`src/rtl/axis_tx_pkg.sv`:
```
// Shared types and default sizes for the AXI-Stream transmit framer.
package axis_tx_pkg;

    localparam int unsigned DEF_DATA_WIDTH     = 8;
    localparam int unsigned DEF_NUM_COUNT_BITS = 16;

    typedef enum logic {
        IDLE   = 1'b0,
        STREAM = 1'b1
    } state_t;

endpackage

```
`src/rtl/axis_out_reg.sv`:
```
// One-deep valid/ready pipeline register; accepts a new beat whenever it is empty or draining.
module axis_out_reg #(
    parameter int unsigned WIDTH = 9
) (
    input  logic             clk,
    input  logic             rst,
    input  logic             in_valid_i,
    input  logic [WIDTH-1:0] in_data_i,
    output logic             in_ready_c_o,
    output logic             out_valid_o,
    output logic [WIDTH-1:0] out_data_o,
    input  logic             out_ready_i
);

    logic             valid_q;
    logic [WIDTH-1:0] data_q;

    assign in_ready_c_o = !valid_q || out_ready_i;

    // Payload only moves on a load, so a stalled beat stays bit-stable.
    always_ff @(posedge clk or negedge rst) begin
        if (!rst) begin
            valid_q <= 1'b0;
            data_q  <= '0;
        end else if (in_ready_c_o) begin
            valid_q <= in_valid_i;
            if (in_valid_i) begin
                data_q <= in_data_i;
            end
        end
    end

    assign out_valid_o = valid_q;
    assign out_data_o  = data_q;

endmodule

```
`src/rtl/axis_msg_framer.sv`:
```
// Transmit-side framer: takes a length command, forwards that many payload beats and
// marks the final one with m_tlast.
module axis_msg_framer
    import axis_tx_pkg::*;
#(
    parameter int unsigned DATA_WIDTH     = DEF_DATA_WIDTH,
    parameter int unsigned NUM_COUNT_BITS = DEF_NUM_COUNT_BITS
) (
    input  logic                      clk,
    input  logic                      rst,
    input  logic                      cmd_valid,
    output logic                      cmd_ready,
    input  logic [NUM_COUNT_BITS-1:0] cmd_len,
    input  logic [DATA_WIDTH-1:0]     s_tdata,
    input  logic                      s_tvalid,
    output logic                      s_tready,
    output logic [DATA_WIDTH-1:0]     m_tdata,
    output logic                      m_tvalid,
    input  logic                      m_tready,
    output logic                      m_tlast,
    output logic                      busy,
    output logic                      tx_done,
    output logic                      zero_len
);

    state_t                    state_q, state_d;
    logic [NUM_COUNT_BITS-1:0] remaining_q, remaining_d;
    logic                      tx_done_q;
    logic                      zero_len_q;
    logic                      out_ready_c;
    logic                      in_valid_c;
    logic                      in_hs_c;
    logic                      last_beat_c;
    logic [DATA_WIDTH:0]       out_payload;

    assign in_hs_c     = s_tvalid && s_tready;
    assign last_beat_c = (remaining_q == NUM_COUNT_BITS'(1));

    always_ff @(posedge clk or negedge rst) begin
        if (!rst) begin
            state_q     <= IDLE;
            remaining_q <= '0;
        end else begin
            state_q     <= state_d;
            remaining_q <= remaining_d;
        end
    end

    // remaining is at least 1 whenever STREAM accepts a beat, so it cannot wrap.
    always_comb begin
        state_d     = state_q;
        remaining_d = remaining_q;
        case (state_q)
            IDLE: begin
                if (cmd_valid && (cmd_len != '0)) begin
                    state_d     = STREAM;
                    remaining_d = cmd_len;
                end
            end
            STREAM: begin
                if (in_hs_c) begin
                    remaining_d = remaining_q - NUM_COUNT_BITS'(1);
                    if (last_beat_c) begin
                        state_d = IDLE;
                    end
                end
            end
            default: state_d = IDLE;
        endcase
    end

    always_comb begin
        cmd_ready  = 1'b0;
        s_tready   = 1'b0;
        in_valid_c = 1'b0;
        case (state_q)
            IDLE: begin
                cmd_ready = 1'b1;
            end
            STREAM: begin
                s_tready   = out_ready_c;
                in_valid_c = s_tvalid;
            end
            default: begin
                cmd_ready = 1'b0;
            end
        endcase
    end

    axis_out_reg #(
        .WIDTH(DATA_WIDTH + 1)
    ) u_out_reg (
        .clk         (clk),
        .rst         (rst),
        .in_valid_i  (in_valid_c),
        .in_data_i   ({last_beat_c, s_tdata}),
        .in_ready_c_o(out_ready_c),
        .out_valid_o (m_tvalid),
        .out_data_o  (out_payload),
        .out_ready_i (m_tready)
    );

    assign m_tlast = out_payload[DATA_WIDTH];
    assign m_tdata = out_payload[DATA_WIDTH-1:0];

    // Single-cycle status pulses.
    always_ff @(posedge clk or negedge rst) begin
        if (!rst) begin
            tx_done_q  <= 1'b0;
            zero_len_q <= 1'b0;
        end else begin
            tx_done_q  <= m_tvalid && m_tready && m_tlast;
            zero_len_q <= (state_q == IDLE) && cmd_valid && (cmd_len == '0);
        end
    end

    assign tx_done  = tx_done_q;
    assign zero_len = zero_len_q;
    assign busy     = (state_q == STREAM) || m_tvalid;

endmodule

```
`config.mk`:
```
export PLATFORM = sky130hd
export DESIGN_NAME = axis_msg_framer
export DESIGN_NICKNAME = d
export VERILOG_FILES = /design/src/rtl/axis_tx_pkg.sv /design/src/rtl/axis_out_reg.sv /design/src/rtl/axis_msg_framer.sv
export SDC_FILE = /design/constraint.sdc
export NUM_CORES = 1
export LEC_CHECK = 0
export CORE_UTILIZATION = 35
export DETAILED_ROUTE_END_ITERATION = 6
export HOLD_SLACK_MARGIN = 0.08
export PLACE_DENSITY = 0.63
export SLEW_MARGIN = 10
export SYNTH_ARGS = -nofsm -noshare
export SYNTH_HDL_FRONTEND = slang
export SYNTH_HIERARCHICAL = 1
export SYNTH_SLANG_ARGS = --single-unit
```
`constraint.sdc`:
```
create_clock -name clk -period 2.2 [get_ports clk]
set_input_delay 0.33 -clock clk [delete_from_list [all_inputs] [get_ports clk]]
set_output_delay 0.33 -clock clk [all_outputs]
set_load 0.05 [all_outputs]
```
==> reports/qor.csv <==
metric,value,unit
simple-gate share of the synthesized area,0.242,
most used flip-flop cell after synthesis,dfrtp_1,
initial antenna violation count,0,
Tot GR Track Use,0.189,
Cell variety after synth,48,
Worst-Margin Slew,0.514,ns
status,finished with violations,
die area,4970,um2
total grt overflow,0,
Peak VDD IR,465,uV
n_diodes,0,
Synth top area share,0.442,
Fin Setup TNS,0,ns
Horiz. Die Dim,70.5,um
Max Root-Sink Buffers,2,
nets,251,
Rows,24,
multiplexer share of the synthesized area,0.101,
IO Pins,44,
P per Cell Area,883,nW/um2
asr flop ratio synth,1.00,
most common cell in the netlist,dfrtp_1,
largest net degree at the start of global routing,35,
area grow syn2layout,40.5,%
drt initial violations,81,
RSZ-0062 raised after global routing,false,
core area,4440,um2
"flops & latches, synth",29,
Initial Utilization,0.369,
Placed Area,2220,um2
port bufs,43,
post-synthesis compound-gate area fraction,0.179,
routability cong.,0.809,
syn_area_per_cell,10.1,um2
Tmin final,2.04,ns
via/cell ratio,5.44,
crit path max fanout,5,
routed wire length,4270,um
final setup vio count,0,
Syn Nets,194,
Startpoint Class,register,
Setup Skew,0.00257,ns
CTS tree,yes,
Adder-Cell Fraction of Synth Area,0.0152,
Final period util,0.928,
Num CTS Buffers,5,
"Arr. time, crit path",2.22,ns
"top cells by count, synth","29 x dfrtp_1, 17 x nand2_1, 16 x nor2_1, 14 x a21oi_1, 9 x mux2_4",
TritonRoute pass-1 iters,7,
YS warnings,6,
CP Capture Type,register,
die height,70.5,um
Synth area leaders,"dfrtp_1 44%, mux2_4 8.2%, a21oi_1 4.3%, nand2_1 3.9%, nor2_1 3.7%",
final instance area,2310,um2
critical path class,reg2reg,
DRC Markers,4,
Cells after Synth,163,
failing checks,design-rule violations,
H-tree levels,2,
clk_lat worst skew,0.27,ns
"Req. time, crit path",2.38,ns
WL/cell,15.7,um
FILL cells,408,
synthesized cell area,1640,um2
Vias,1475,
Synth area leader,dfrtp_1,
main combinational cell family by area after synthesis,simple AND/OR/NAND/NOR gates,
vias in the first global route,1517,
first-pass GRT wire length,7270,um
register area share after synthesis,0.442,
post-synthesis xor/xnor area fraction,0,
HPWL Detailed,3230,um
layout cells sized above 1,0.201,
maximum clock rate,490,MHz
total power,0.00204,W
Hold Path Class,in2async,
CTS root buffer,clkbuf_8,
"Hold Violations, Final",0,
number of synthesized flops with an enable pin,0,
max cap viols,0,
Leak Pwr,0.970,nW
clock slew at reported path FFs,0.06,ns
clk sink count,29,
Post-DRT Antenna Nets,0,
Final Max Tran Viols,0,
Rel. slew slack,0.656,
cell families after synthesis:
kind of cell / count (synthesis)
AOI/OAI and AO/OA: 45
adders and majority gates: 2
buffers and inverters: 9
DFF: 29
muxes: 12
and+or+nand+nor: 66
sequential cells by signal, indices dropped and copies added, names as in the netlist:
register	cells
u_out_reg/out_valid_o	1
zero_len	1
remaining_q	16
state_q	1
tx_done	1
u_out_reg/out_data_o	9
final timing paths:
| kind | start | end | slack, ns | cells past startpoint |
|---|---|---|---|---|
| worst min-delay path | rst | remaining_q[9] | 0.45 | 2 |
| max in group asynchronous | rst | remaining_q[6] | 1.47 | 2 |
| min in group clk | u_out_reg/out_data_o[2] | u_out_reg/out_data_o[2] | 0.51 | 1 |
| worst max-delay path | remaining_q[0] | remaining_q[12] | 0.16 | 8 |
| worst max register to register | remaining_q[0] | remaining_q[12] | 0.16 | 8 |
| worst min register to register | u_out_reg/out_data_o[2] | u_out_reg/out_data_o[2] | 0.51 | 1 |
what timing repair did:
action | in CTS | in global routing
hold buffers | 0 | 0
gates resized for setup | 0 | 1
setup endpoints to repair | 0 | 4
setup buffers | 0 | 1
where the power goes:
group | total (W) | internal (W) | switching (W)
Combinational | 0.000776 | 0.000361 | 0.000414
Sequential | 0.000865 | 0.000690 | 0.000176
Clock | 0.000396 | 0.000207 | 0.000189
critical path, stage by stage (launching register included):
cell      delay [ns]
dfrtp_1         0.40
inv_1           0.09
ha_1            0.18
or3b_4          0.41
nor4b_4         0.21
buf_4           0.19
nand2b_2        0.06
mux2i_1         0.11
a221oi_1        0.28
metal layers:
metal,global-route usage,share of wire,up-vias
li1,-,-,709
met1,0.254,0.47,732
met2,0.298,0.49,29
met3,0.0447,0.034,5
met4,0.0635,0.0087,0
met5,0,0,-
cells in the final DEF, fill, tap and decap left out, drive strengths merged:
cell type / netlist / routed
or3: 2 / 2
clkinv: 1 / 2
dfrtp: 29 / 29
mux2i: 3 / 3
a41oi: 1 / 1
nand4: 1 / 1
nor3: 3 / 3
buf: 1 / 16
nor4b: 1 / 1
o21ai: 8 / 8
a211oi: 2 / 2
a41o: 1 / 1
and3: 2 / 2
or3b: 1 / 1
mux2: 9 / 9
nand4b: 1 / 1
and2: 3 / 3
o22ai: 5 / 5
o211ai: 1 / 1
or4: 3 / 3
nand2b: 5 / 5
a221oi: 1 / 1
o32ai: 1 / 1
ha: 2 / 2
o21a: 2 / 2
nand2: 18 / 18
nor4: 5 / 5
or2: 2 / 2
clkdlybuf4s50: 0 / 40
nor2: 17 / 17
a2bb2oi: 3 / 3
a31oi: 2 / 2
o31ai: 1 / 1
inv: 2 / 2
nand3: 2 / 2
a21oi: 14 / 14
clkbuf: 5 / 5
o22a: 3 / 3
through the flow:
stage                     setup slack, ns  utilization  hold slack [ns]  cells
after floorplan                    0.0737            -           0.0344    163
after global placement             0.0455        0.500            0.493    264
after detailed placement           0.0481        0.500            0.502    264
after CTS                          0.0304        0.517            0.463    270
after global routing              0.00417        0.519            0.492    271
final                               0.159        0.519            0.447    271
layout make-up:
type | instances | area [um2] | share of cell area
multi-input cells | 125 | 885 | 0.384
clock inverters | 1 | 5.00 | 0.00217
well taps | 52 | 65.1 | 0.0282
repair buffers | 56 | 546 | 0.237
flip-flops and latches | 29 | 726 | 0.315
clock buffers | 5 | 68.8 | 0.0298
inverters | 3 | 11.3 | 0.00488
Power figures use the tool's default switching activity.
